==> src/rtl/axi_rd_arbiter.sv <==
// -----------------------------------------------------------------------------
// axi_rd_arbiter
//
// Shares one AXI read channel (AR/R) between the instruction-fetch port and
// the data-load port of the 5-stage pipeline.
//
// Read-address requests are serialised by a two-state FSM. Data requests win
// over instruction requests. Each requester has its own outstanding-read
// counter, and R beats are routed back by rid. An exception flush (wb_ex)
// marks every instruction read still in flight as stale, and those beats are
// swallowed so the IF stage never sees a pre-flush fetch.
//
// Ports:
//   clk, rst_n           clock and asynchronous active-low reset
//   wb_ex                flush pulse from WB (exception / ertn)
//   inst_req/addr        instruction read request and address
//   inst_addr_ok         instruction request accepted (1-cycle pulse)
//   inst_data_ok/rdata   instruction read data return
//   data_req/addr/size   load request, address and size (0 byte, 1 half, 2 word)
//   data_addr_ok         load request accepted (1-cycle pulse)
//   data_data_ok/rdata   load data return
//   arid/araddr/arsize/arvalid/arready   AXI read-address channel
//   rid/rdata/rvalid/rready              AXI read-data channel
// -----------------------------------------------------------------------------
module axi_rd_arbiter #(
  parameter logic [3:0] INST_ID   = 4'd0,
  parameter logic [3:0] DATA_ID   = 4'd1,
  parameter int         MAX_OUTST = 2
) (
  input  logic        clk,
  input  logic        rst_n,
  input  logic        wb_ex,

  input  logic        inst_req,
  input  logic [31:0] inst_addr,
  output logic        inst_addr_ok,
  output logic        inst_data_ok,
  output logic [31:0] inst_rdata,

  input  logic        data_req,
  input  logic [31:0] data_addr,
  input  logic [1:0]  data_size,
  output logic        data_addr_ok,
  output logic        data_data_ok,
  output logic [31:0] data_rdata,

  output logic [3:0]  arid,
  output logic [31:0] araddr,
  output logic [2:0]  arsize,
  output logic        arvalid,
  input  logic        arready,

  input  logic [3:0]  rid,
  input  logic [31:0] rdata,
  input  logic        rvalid,
  output logic        rready
);

  // Counter width just large enough to hold MAX_OUTST (legal range 1..7).
  localparam int CW = (MAX_OUTST > 3) ? 3 : ((MAX_OUTST > 1) ? 2 : 1);
  localparam logic [CW-1:0] MAX_CNT = CW'(MAX_OUTST);
  localparam logic [CW-1:0] ONE     = CW'(1);

  typedef enum logic {
    AR_IDLE = 1'b0,
    AR_BUSY = 1'b1
  } ar_state_t;

  ar_state_t       state_q, state_d;

  logic [3:0]      arid_q, arid_d;
  logic [31:0]     araddr_q, araddr_d;
  logic [2:0]      arsize_q, arsize_d;

  logic [CW-1:0]   inst_cnt_q, inst_cnt_d;
  logic [CW-1:0]   data_cnt_q, data_cnt_d;
  logic [CW-1:0]   cancel_cnt_q, cancel_cnt_d;

  logic            inst_grant;
  logic            data_grant;
  logic            r_inst;
  logic            r_data;
  logic            inst_swallow;
  logic            inst_deliver;
  logic            inst_dec;
  logic            data_dec;

  // ---------------------------------------------------------------------------
  // Grant selection. Only possible in AR_IDLE, so there is always at least one
  // idle cycle between AR handshakes. A flush blocks an instruction grant in
  // the same cycle, otherwise a fetch from the squashed path could slip out
  // after the cancel count was taken.
  // ---------------------------------------------------------------------------
  always_comb begin
    data_grant = 1'b0;
    inst_grant = 1'b0;
    if (state_q == AR_IDLE) begin
      if (data_req && (data_cnt_q < MAX_CNT)) begin
        data_grant = 1'b1;
      end else if (inst_req && (inst_cnt_q < MAX_CNT) && !wb_ex) begin
        inst_grant = 1'b1;
      end
    end
  end

  assign inst_addr_ok = inst_grant;
  assign data_addr_ok = data_grant;

  // ---------------------------------------------------------------------------
  // R channel routing. rready is tied high, so every rvalid is a handshake.
  // An instruction beat is swallowed while stale reads remain to be drained.
  // ---------------------------------------------------------------------------
  always_comb begin
    r_data       = rvalid && (rid == DATA_ID);
    r_inst       = rvalid && (rid == INST_ID);
    inst_swallow = r_inst && (cancel_cnt_q != '0);
    inst_deliver = r_inst && (cancel_cnt_q == '0);
    // A beat that arrives with nothing outstanding must not wrap the counter.
    inst_dec     = r_inst && (inst_cnt_q != '0);
    data_dec     = r_data && (data_cnt_q != '0);
  end

  assign rready       = 1'b1;
  assign inst_data_ok = inst_deliver;
  assign inst_rdata   = inst_deliver ? rdata : 32'h0;
  assign data_data_ok = r_data;
  assign data_rdata   = r_data ? rdata : 32'h0;

  // ---------------------------------------------------------------------------
  // Outstanding counters. A grant and a matching return in the same cycle
  // cancel out.
  // ---------------------------------------------------------------------------
  always_comb begin
    inst_cnt_d = inst_cnt_q;
    if (inst_grant && !inst_dec) begin
      inst_cnt_d = inst_cnt_q + ONE;
    end else if (!inst_grant && inst_dec) begin
      inst_cnt_d = inst_cnt_q - ONE;
    end

    data_cnt_d = data_cnt_q;
    if (data_grant && !data_dec) begin
      data_cnt_d = data_cnt_q + ONE;
    end else if (!data_grant && data_dec) begin
      data_cnt_d = data_cnt_q - ONE;
    end
  end

  // ---------------------------------------------------------------------------
  // Cancel counter. On a flush, every instruction read that will still be
  // outstanding after this edge becomes stale; inst_cnt_d already reflects a
  // beat returning in the flush cycle, and a request still waiting in AR_BUSY
  // was counted at its grant. A later flush simply re-takes the snapshot.
  // ---------------------------------------------------------------------------
  always_comb begin
    cancel_cnt_d = cancel_cnt_q;
    if (wb_ex) begin
      cancel_cnt_d = inst_cnt_d;
    end else if (inst_swallow) begin
      cancel_cnt_d = cancel_cnt_q - ONE;
    end
  end

  // ---------------------------------------------------------------------------
  // AR FSM next state and address-channel payload. The payload is captured on
  // the grant edge and held unchanged for the whole AR_BUSY phase.
  // ---------------------------------------------------------------------------
  always_comb begin
    state_d  = state_q;
    arid_d   = arid_q;
    araddr_d = araddr_q;
    arsize_d = arsize_q;

    unique case (state_q)
      AR_IDLE: begin
        if (data_grant) begin
          arid_d   = DATA_ID;
          araddr_d = data_addr;
          arsize_d = {1'b0, data_size};
          state_d  = AR_BUSY;
        end else if (inst_grant) begin
          arid_d   = INST_ID;
          araddr_d = inst_addr;
          arsize_d = 3'd2;
          state_d  = AR_BUSY;
        end
      end
      AR_BUSY: begin
        if (arready) begin
          state_d = AR_IDLE;
        end
      end
      default: begin
        state_d = AR_IDLE;
      end
    endcase
  end

  assign arvalid = (state_q == AR_BUSY);
  assign arid    = arid_q;
  assign araddr  = araddr_q;
  assign arsize  = arsize_q;

  // ---------------------------------------------------------------------------
  // State registers. Reset is asynchronous so a bus abort mid-handshake drops
  // arvalid immediately rather than at the next edge.
  // ---------------------------------------------------------------------------
  always_ff @(posedge clk or negedge rst_n) begin
    if (!rst_n) begin
      state_q      <= AR_IDLE;
      arid_q       <= 4'h0;
      araddr_q     <= 32'h0;
      arsize_q     <= 3'h0;
      inst_cnt_q   <= '0;
      data_cnt_q   <= '0;
      cancel_cnt_q <= '0;
    end else begin
      state_q      <= state_d;
      arid_q       <= arid_d;
      araddr_q     <= araddr_d;
      arsize_q     <= arsize_d;
      inst_cnt_q   <= inst_cnt_d;
      data_cnt_q   <= data_cnt_d;
      cancel_cnt_q <= cancel_cnt_d;
    end
  end

endmodule

==> config.mk <==
export PLATFORM = sky130hd
export DESIGN_NAME = axi_rd_arbiter
export DESIGN_NICKNAME = d
export VERILOG_FILES = /design/src/rtl/axi_rd_arbiter.sv
export SDC_FILE = /design/constraint.sdc
export NUM_CORES = 1
export LEC_CHECK = 0
export ABC_AREA = 1
export ABC_CLOCK_PERIOD_IN_PS = 2500
export BUFFER_PORTS_ARGS = -buffer_cell sky130_fd_sc_hd__buf_2
export CAP_MARGIN = 20
export CORE_ASPECT_RATIO = 0.9
export CORE_MARGIN = 4
export CORE_UTILIZATION = 38
export CTS_CLUSTER_DIAMETER = 30
export DETAILED_ROUTE_END_ITERATION = 7
export GPL_ROUTABILITY_DRIVEN = 0
export PLACE_DENSITY = 0.92
export SETUP_SLACK_MARGIN = 0.4
export SYNTH_ARGS = -nofsm -noshare
export SYNTH_HDL_FRONTEND = slang
export SYNTH_SLANG_ARGS = --single-unit
==> constraint.sdc <==
create_clock -name clk -period 2.5 [get_ports clk]
set_input_delay 0.5 -clock clk [delete_from_list [all_inputs] [get_ports clk]]
set_output_delay 0.5 -clock clk [all_outputs]
set_load 0.005 [all_outputs]
==> impl_metrics.env, run 1 <==
export IMPL_total_power_mw=3.06
export IMPL_synth_edff_count=0
export IMPL_timing_final_crit_share_pct=81.9
export IMPL_ff2ff_setup_slack_ps=820
export IMPL_syn_inst=359
export IMPL_fmax_ghz=0.489
export IMPL_r2r_end="data_cnt_q[1]$_DFFE_PN0P_"
export IMPL_ant_nets=0
export IMPL_grt_ovfl_total=0
export IMPL_grt_use_total_pct=20.8
export IMPL_post_drt_wl_per_cell_um=12.9
export IMPL_yosysSeqAreaShare_pct=42.9
export IMPL_finalHoldViolations=0
export IMPL_p_per_area_nw_per_um2=830
export IMPL_final_cell_mix="buf_2, nor2_1, nand2_1"
export IMPL_hold_class="input pin to async pin"
export IMPL_cts_buffers=5
export IMPL_critical_path_endpoint="inst_rdata[10]"
export IMPL_clk_pin_slew_worst_paths_ps=80
export IMPL_period_minus_slack_ps=2050
export IMPL_drv_slew=0
export IMPL_slew_headroom_pct=37.5
export IMPL_fin_tns_setup_ps=0
export IMPL_grt_max_degree=66
export IMPL_root_buffer="clkbuf_8"
export IMPL_die_y_um=84.1
export IMPL_grt_pass1_vias=2857
export IMPL_antenna_found_initial=2
export IMPL_crit_type="input pin to output port"
export IMPL_clock_skew_ps=2.88
export IMPL_seqCellArea_um2=1050
export IMPL_async_reset_ff_share_pct=100
export IMPL_core_area_um2=6180
export IMPL_viasPerCell=4.58
export IMPL_synth_mux_area_share_pct=0
export IMPL_clkSinkCount=42
export IMPL_first_pass_iters=4
export IMPL_fin_hold_ws_ps=341
export IMPL_cts_tree="done"
export IMPL_synth_compound_area_share_pct=10.5
export IMPL_grt_pass1_wl_mm=13.1
export IMPL_syn2layout_area_growth_pct=50.7
export IMPL_synth_adder_area_share_pct=1.53
export IMPL_clkLatencyLatePin_ps=290
export IMPL_maxCapViolCount=0
export IMPL_synth_flop_cell="dfrtp_1"
export IMPL_cp_max_fo=32
export IMPL_wl_mm=8.40
export IMPL_yosys_cell_types_count=24
export IMPL_yosys_warnings=0
export IMPL_fp_dieW_um=92.6
export IMPL_fp_dieArea_um2=7790
export IMPL_ys_ff_latch=42
export IMPL_startpoint="rid[3]"
export IMPL_drive_above_1_share_pct=42.1
export IMPL_initial_utilization_pct=39.6
export IMPL_p_leak_nw=2.27
export IMPL_start_kind="input pin"
export IMPL_setup_violations=0
export IMPL_cts_max_level=2
export IMPL_peakVddDrop_mv=0.524
export IMPL_fillers=580
export IMPL_drc=0
export IMPL_port_buffers=212
export IMPL_crit_required_ps=2000
export IMPL_tightest_slew_ps=937
export IMPL_drtIter0Drc=93
export IMPL_outcome="complete, no violations"
export IMPL_r2r_start="data_cnt_q[1]$_DFFE_PN0P_"
export IMPL_pin_count=218
export IMPL_nets=673
export IMPL_final_common_cell="buf_2"
export IMPL_place_hpwl_mm=6.92
export IMPL_synth_xor_area_share_pct=0.716
export IMPL_arrival_ps=1550
export IMPL_rsz0062_at_grt="yes"
export IMPL_cts_hold_buf=0
export IMPL_synth_top_family_by_area="simple AND/OR/NAND/NOR gates"
export IMPL_multiInputGateArea_um2=1100
export IMPL_r2r_cells=7
export IMPL_end_kind="output port"
export IMPL_synth_avg_cell_area_um2=6.82
export IMPL_syn_area_um2=2450
export IMPL_via_count=2976
export IMPL_ctsLongestPathBuffers=2
export IMPL_synth_simple_area_share_pct=30.7
export IMPL_rows=27
==> sequential cells by signal (all words and copies together), names as in the netlist <==
register,count
araddr,32
arsize,2
cancel_cnt_q,2
data_cnt_q,2
inst_cnt_q,2
arid,1
arvalid,1
==> Yosys cell counts (2+ instances only) <==
library cell,n,area [um^2]
nor2_1,102,383
nand2_1,79,297
inv_1,47,176
dfrtp_1,42,1050
a31oi_1,32,200
clkbuf_1,9,33.8
buf_4,8,60.1
buf_2,7,35.0
inv_2,5,18.8
o21ai_0,5,25.0
nand3_1,4,20.0
a21oi_1,3,15.0
ha_1,3,37.5
conb_1,2,7.51
nand4_1,2,12.5
==> worst max-delay path, cell delays in order <==
cell and delay, ps:
buf_2 120, nor2_4 110, nand2_1 70, nor2_2 150, inv_1 90, nor2_4 170, inv_8 100, nor2_1 110
buf_2 120
==> cells by family after synthesis <==
group | after synthesis
DFF | 42
adders and majority gates | 3
AOI/OAI and AO/OA | 42
and+or+nand+nor | 192
buffers and inverters | 76
other | 2
xor gates and xnor gates | 2
==> metrics by stage <==
step,worst slack (ps),utilization [%],instance area (um^2),instances
floorplan,609,-,2460,362
global placement,372,57.2,3530,640
detailed placement,315,57.2,3530,640
CTS,413,59.1,3650,647
global route,347,59.6,3690,650
finish,453,59.6,3690,650
==> worst min-delay path by stage <==
stage,from,slack [ps],endpoint
finish,rst_n,340,araddr[11]$_DFFE_PN0P_
global route,arready,390,arvalid$_DFF_PN0_
CTS,rst_n,390,araddr[2]$_DFFE_PN0P_
detailed placement,arid[0]$_DFFE_PN0P_,450,arid[0]$_DFFE_PN0P_
global placement,arid[0]$_DFFE_PN0P_,450,arid[0]$_DFFE_PN0P_
floorplan,rst_n,200,araddr[0]$_DFFE_PN0P_
==> repair_timing <==
| action | 4_1_cts | 5_1_grt |
|---|---|---|
| resized for setup | 2 | 7 |
| buffers inserted | 0 | 1 |
| hold endpoints to repair | 0 | 0 |
| pin swaps | 0 | 2 |
| endpoints found under the setup margin | 32 | 33 |
==> where the power goes <==
group	total, mW	internal, mW	leakage [nW]	switching, mW
clock	0.544	0.320	0.0573	0.224
combinational	1.32	0.591	1.74	0.726
sequential	1.20	1.01	0.463	0.184
total	3.06	1.92	2.27	1.13
==> area by class of cell <==
cell class              instances  share of cell area [%]
multi-input cells             244                    29.9
repair buffers                216                    29.9
clock inverters                 1                   0.814
clock buffers                   6                    2.24
inverters                      52                    5.50
flip-flops and latches         42                    28.5
diodes                          2                   0.136
well taps                      87                    2.95
==> metal layers <==
metal / track usage, % / share of wire [%] / up-vias / routed length [um]
met5: 0 / 0 / - / 0
met4: 6.88 / 1.5 / 0 / 129
met3: 6.72 / 12 / 9 / 974
met2: 39.4 / 53 / 165 / 4460
met1: 21.4 / 34 / 1304 / 2840
li1: - / - / 1498 / -
(Power assumes the default switching activity.)
==> run 2: changes to the inputs <==
--- a/config.mk
+++ b/config.mk
@@ -6,7 +6,7 @@
 export NUM_CORES = 1
 export LEC_CHECK = 0
 export ABC_AREA = 1
-export ABC_CLOCK_PERIOD_IN_PS = 2500
+export ABC_CLOCK_PERIOD_IN_PS = 1950
 export BUFFER_PORTS_ARGS = -buffer_cell sky130_fd_sc_hd__buf_2
 export CAP_MARGIN = 20
 export CORE_ASPECT_RATIO = 0.9
==> constraint.sdc (replaced) <==
create_clock -name clk -period 1.95 [get_ports clk]
set_input_delay 0.39 -clock clk [delete_from_list [all_inputs] [get_ports clk]]
set_output_delay 0.39 -clock clk [all_outputs]
set_load 0.005 [all_outputs]
==> run 2 against run 1 <==
Effect of this change: clock-buffer cell count unchanged; die area unchanged; core utilization increased by 17 points; sequential power increased by 37%; total power increased by 58%; sequential cell count unchanged; combinational power increased by 98%; worst hold slack got worse by 190 ps; clock skew increased by 7.0 ps; non-clock buffer count increased by 36.
==> impl_metrics.env, run 2 (same netlist as run 1, synthesis figures left out) <==
export IMPL_cp_depth=8
export IMPL_clock_skew_ps=9.90
export IMPL_cts_tree="done"
export IMPL_initial_utilization_pct=39.6
export IMPL_max_stage_delay_ps=390
export IMPL_peakVddDrop_mv=0.856
export IMPL_crit_slowest_cell="dfrtp_1"
export IMPL_seqPwrFrac_pct=33.8
export IMPL_via_count=3376
export IMPL_ff2ff_setup_slack_ps=280
export IMPL_critical_path_endpoint="inst_rdata[1]"
export IMPL_fp_dieArea_um2=7790
export IMPL_period_minus_slack_ps=1880
export IMPL_antenna_found_initial=1
export IMPL_grt_max_degree=43
export IMPL_start_kind="flip-flop"
export IMPL_grt_ovfl_total=0
export IMPL_core_area_um2=6180
export IMPL_fin_ws_ps=74.7
export IMPL_hold_class="input pin to async pin"
export IMPL_p_comb_share_pct=53.9
export IMPL_swShare_pct=40.2
export IMPL_wl_mm=11.3
export IMPL_cp_max_fo=16
export IMPL_nets=713
export IMPL_syn2layout_area_growth_pct=92.5
export IMPL_cts_buffers=5
export IMPL_p_clk_share_pct=12.3
export IMPL_end_kind="output port"
export IMPL_p_int_mw=2.89
export IMPL_largest_register_ffs=32
export IMPL_ctsLongestPathBuffers=2
export IMPL_total_power_mw=4.84
export IMPL_pin_count=218
export IMPL_clk_pin_slew_worst_paths_ps=80
export IMPL_arrival_ps=1490
export IMPL_first_pass_iters=4
export IMPL_setup_violations=0
export IMPL_place_hpwl_mm=7.00
export IMPL_viasPerCell=4.89
export IMPL_grt_use_total_pct=22.6
export IMPL_p_per_area_nw_per_um2=1030
export IMPL_tightest_slew_ps=533
export IMPL_fmax_ghz=0.533
export IMPL_design_area_um2=4710
export IMPL_ant_nets=0
export IMPL_fin_cells=690
export IMPL_r2r_start="data_cnt_q[1]$_DFFE_PN0P_"
export IMPL_finalHoldViolations=0
export IMPL_r2r_end="araddr[1]$_DFFE_PN0P_"
export IMPL_grt_pass1_wl_mm=14.2
export IMPL_rsz0062_at_grt="yes"
export IMPL_place_area_um2=3610
export IMPL_crit_family="buffers and inverters"
export IMPL_p_leak_nw=2.57
export IMPL_fp_dieW_um=92.6
export IMPL_timing_final_crit_share_pct=96.2
export IMPL_drtIter0Drc=88
export IMPL_outcome="complete, no violations"
export IMPL_final_cell_mix="buf_2, nand2_1, nor2_4"
export IMPL_grt_pass1_vias=3006
export IMPL_crit_type="flip-flop to output port"
export IMPL_place_ws_ps=84.9
export IMPL_root_buffer="clkbuf_8"
export IMPL_crit_required_ps=1560
export IMPL_post_drt_wl_per_cell_um=16.3
export IMPL_rows=27
export IMPL_final_common_cell="buf_2"
export IMPL_path_common_cell="inv_2"
export IMPL_power_switching_mw=1.95
export IMPL_drive_above_1_share_pct=58.3
export IMPL_r2r_cells=10
export IMPL_fin_tns_setup_ps=0
export IMPL_startpoint="cancel_cnt_q[1]$_DFFE_PN0P_"
export IMPL_port_buffers=212
export IMPL_slew_headroom_pct=64.4
export IMPL_critPathBufInv=5
export IMPL_clkLatencyLatePin_ps=290
export IMPL_post_route_util_pct=76.2
export IMPL_clkSinkCount=42
export IMPL_maxCapViolCount=0
export IMPL_cp_cell_sequence="inv_2, ha_4, inv_2, nor2_4, buf_12, inv_12, nor2_1, buf_2"
export IMPL_fin_hold_ws_ps=152
export IMPL_dp_cells=645
export IMPL_drc=0
export IMPL_drv_slew=0
export IMPL_die_y_um=84.1
export IMPL_cts_max_level=2
run 2: cell types whose count changed in the layout (fill, tap and decap cells not counted), moves of 3 or more:
cell | before | now
buf_12 | 1 | 8
buf_16 | 0 | 3
buf_2 | 212 | 204
buf_4 | 3 | 16
buf_6 | 0 | 17
clkbuf_16 | 0 | 4
inv_1 | 47 | 42
inv_2 | 4 | 8
nor2_1 | 98 | 33
nor2_2 | 3 | 26
nor2_4 | 3 | 45
run 2: worst min-delay path by stage:
stage | endpoint | from | slack, ps | cells after the start
4_1_cts | araddr[2]$_DFFE_PN0P_ | rst_n | 170 | 2
6_report | araddr[10]$_DFFE_PN0P_ | rst_n | 150 | 2
3_3_place_gp | arid[0]$_DFFE_PN0P_ | arid[0]$_DFFE_PN0P_ | 460 | 2
2_1_floorplan | araddr[0]$_DFFE_PN0P_ | rst_n | 90 | 0
5_1_grt | araddr[10]$_DFFE_PN0P_ | rst_n | 200 | 2
3_5_place_dp | arid[0]$_DFFE_PN0P_ | arid[0]$_DFFE_PN0P_ | 460 | 2
run 2: layer usage:
metal / global-route usage, % / routed length [um]
met1: 22.0 / 3690
met5: 0 / 0
met3: 6.81 / 1080
met2: 44.8 / 6160
met4: 6.88 / 332
run 2: final cells by class:
class                           instances  area, um^2
Antenna cell                            1        2.50
Fill cell                             399        1470
Timing Repair inverter                  4        45.0
Timing Repair Buffer                  252        1680
Tap cell                               87         109
Multi-Input combinational cell        244        1530
Inverter                               52         208
Clock inverter                          2        12.5
Sequential cell                        42        1050
Clock buffer                            6        82.6
run 2: power groups by stage:
stage / sequential [mW] / combinational (mW) / clock, mW
floorplan: 1.57 / 0.978 / 0
global placement: 1.53 / 1.73 / 0
detailed placement: 1.54 / 1.82 / 0
CTS: 1.54 / 1.96 / 0.591
global route: 1.69 / 2.83 / 0.642
finish: 1.64 / 2.61 / 0.593
run 2: what timing repair did:
item                       CTS  global route
setup buffers               13             9
gates resized for setup     48           109
setup endpoints to repair   79            90
gates cloned                 5             9
pin swaps                    9             6
hold buffers                 0             0
==> run 3: changes to the inputs <==
--- a/config.mk
+++ b/config.mk
@@ -9,9 +9,11 @@
 export ABC_CLOCK_PERIOD_IN_PS = 1950
 export BUFFER_PORTS_ARGS = -buffer_cell sky130_fd_sc_hd__buf_2
 export CAP_MARGIN = 20
+export CELL_PAD_IN_SITES_DETAIL_PLACEMENT = 0
+export CELL_PAD_IN_SITES_GLOBAL_PLACEMENT = 1
 export CORE_ASPECT_RATIO = 0.9
 export CORE_MARGIN = 4
-export CORE_UTILIZATION = 38
+export CORE_UTILIZATION = 24
 export CTS_CLUSTER_DIAMETER = 30
 export DETAILED_ROUTE_END_ITERATION = 7
 export GPL_ROUTABILITY_DRIVEN = 0
==> run 3 against run 2 <==
Effect of this change: via count fell by 3.6%; clock power rose by 59%; sequential cell count did not move; sequential share of layout area rose by 0.76 points; combinational power fell by 19%.
==> impl_metrics.env, run 3 (same netlist as run 1, synthesis figures left out) <==
export IMPL_end_kind="output port"
export IMPL_timing_final_crit_share_pct=94.7
export IMPL_die_y_um=104
export IMPL_drc=0
export IMPL_maxCapViolCount=0
export IMPL_fmax_ghz=0.541
export IMPL_final_cell_mix="buf_2, nand2_1, nor2_1"
export IMPL_clkLatencyLatePin_ps=280
export IMPL_rsz0062_at_grt="yes"
export IMPL_drtIter0Drc=93
export IMPL_grt_util_met2_pct=28.5
export IMPL_post_drt_wl_per_cell_um=14.8
export IMPL_syn2layout_area_growth_pct=86.2
export IMPL_antenna_found_initial=2
export IMPL_grt_util_met3_pct=4.84
export IMPL_design_area_um2=4560
export IMPL_p_leak_nw=2.50
export IMPL_nets=701
export IMPL_fin_hold_ws_ps=53.2
export IMPL_fp_dieW_um=114
export IMPL_fillers=941
export IMPL_crit_required_ps=1560
export IMPL_drive_above_1_share_pct=53.2
export IMPL_setup_violations=0
export IMPL_start_kind="flip-flop"
export IMPL_viasPerCell=4.53
export IMPL_fin_tns_setup_ps=0
export IMPL_finalHoldViolations=0
export IMPL_grt_max_degree=66
export IMPL_largest_register_ffs=32
export IMPL_wl_mm=10.6
export IMPL_cts_max_level=2
export IMPL_cts_hold_buf=0
export IMPL_clk_pin_slew_worst_paths_ps=60
export IMPL_place_hpwl_mm=7.35
export IMPL_pin_count=218
export IMPL_drv_slew=0
export IMPL_place_area_um2=3630
export IMPL_final_common_cell="buf_2"
export IMPL_gr_usage_met1_pct=15.6
export IMPL_crit_type="flip-flop to output port"
export IMPL_grt_pass1_wl_mm=14.5
export IMPL_outcome="complete, no violations"
export IMPL_cp_max_fo=16
export IMPL_initial_utilization_pct=24.9
export IMPL_arrival_ps=1460
export IMPL_cts_buffers=5
export IMPL_ctsLongestPathBuffers=2
export IMPL_p_per_area_nw_per_um2=1010
export IMPL_root_buffer="clkbuf_16"
export IMPL_period_minus_slack_ps=1850
export IMPL_grt_pass1_vias=2952
export IMPL_clkSinkCount=42
export IMPL_port_buffers=212
export IMPL_cts_tree="done"
export IMPL_core_area_um2=9830
export IMPL_via_count=3254
export IMPL_fp_dieArea_um2=11900
export IMPL_rows=34
export IMPL_ant_nets=0
export IMPL_first_pass_iters=4
export IMPL_grt_use_total_pct=15.3
export IMPL_top_usage_layer="met2"
export IMPL_peakVddDrop_mv=0.463
export IMPL_hold_class="input pin to async pin"
export IMPL_grt_ovfl_total=0
export IMPL_clock_skew_ps=6.83
## run 3: cell count changes in the layout (fill, tap and decap cells not counted), moves of 3 or more
| cell | before | now |
|---|---|---|
| nor2_2 | 26 | 11 |
| nor2_4 | 45 | 36 |
| inv_2 | 8 | 5 |
| nor2_1 | 33 | 57 |
| clkbuf_16 | 4 | 8 |
| buf_6 | 17 | 12 |
| inv_4 | 0 | 3 |
| clkbuf_8 | 6 | 0 |
| buf_4 | 16 | 13 |
## run 3: path summary, 6_finish.rpt
check,endpoint,depth (start not counted),from,slack (ps)
max,inst_rdata[11],8,cancel_cnt_q[0]$_DFFE_PN0P_,100
min,araddr[14]$_DFFE_PN0P_,1,rst_n,50
max reg2reg,data_cnt_q[1]$_DFFE_PN0P_,7,data_cnt_q[1]$_DFFE_PN0P_,450
min reg2reg,arid[0]$_DFFE_PN0P_,2,arid[0]$_DFFE_PN0P_,500
max in group asynchronous,araddr[24]$_DFFE_PN0P_,2,rst_n,1400
min in group clk,arvalid$_DFF_PN0_,2,arready,280
## run 3: final cells by class
class | count | area (um^2) | area share (%)
Clock buffer | 5 | 125 | 2.75
Tap cell | 126 | 158 | 3.46
Antenna cell | 2 | 5.00 | 0.110
Timing Repair Buffer | 242 | 1540 | 33.7
Multi-Input combinational cell | 244 | 1400 | 30.8
Clock inverter | 3 | 45.0 | 0.988
Inverter | 52 | 210 | 4.61
Sequential cell | 42 | 1050 | 23.1
Timing Repair inverter | 2 | 22.5 | 0.494
## run 3: repair_timing
| item | in CTS | in global routing |
|---|---|---|
| endpoints found under the hold margin | 0 | 0 |
| resized for setup | 44 | 72 |
| pin swaps | 7 | 5 |
| cloned | 5 | 3 |
| setup endpoints to repair | 101 | 103 |
| setup buffers | 10 | 8 |
## run 3: power by group
part           switching, mW  internal, mW  total (mW)
combinational           1.12          1.00        2.12
sequential             0.248          1.30        1.55
clock                  0.337         0.603       0.941
total                   1.70          2.91        4.61
## run 3: metal layers
metal / wire length [um] / vias to the layer above
li1: - / 1558
met5: 0 / -
met4: 254 / 0
met1: 3780 / 1514
met2: 5510 / 164
met3: 1090 / 18
## run 3: metrics by stage
stage,total power [mW],worst slack [ps],utilization (%),cells
floorplan,2.54,339,-,362
global placement,3.25,152,36.9,682
detailed placement,3.31,108,36.9,682
CTS,4.38,147,42.0,705
global route,5.00,24.4,46.4,718
finish,4.61,103,46.4,718
## run 3: worst max-delay path: stages (launching register included)
cell     delay (ps)
dfrtp_1         370
inv_2            80
ha_4            130
inv_2            40
nor2_4           90
buf_12          150
inv_8            60
nor2_1          110
buf_2           130
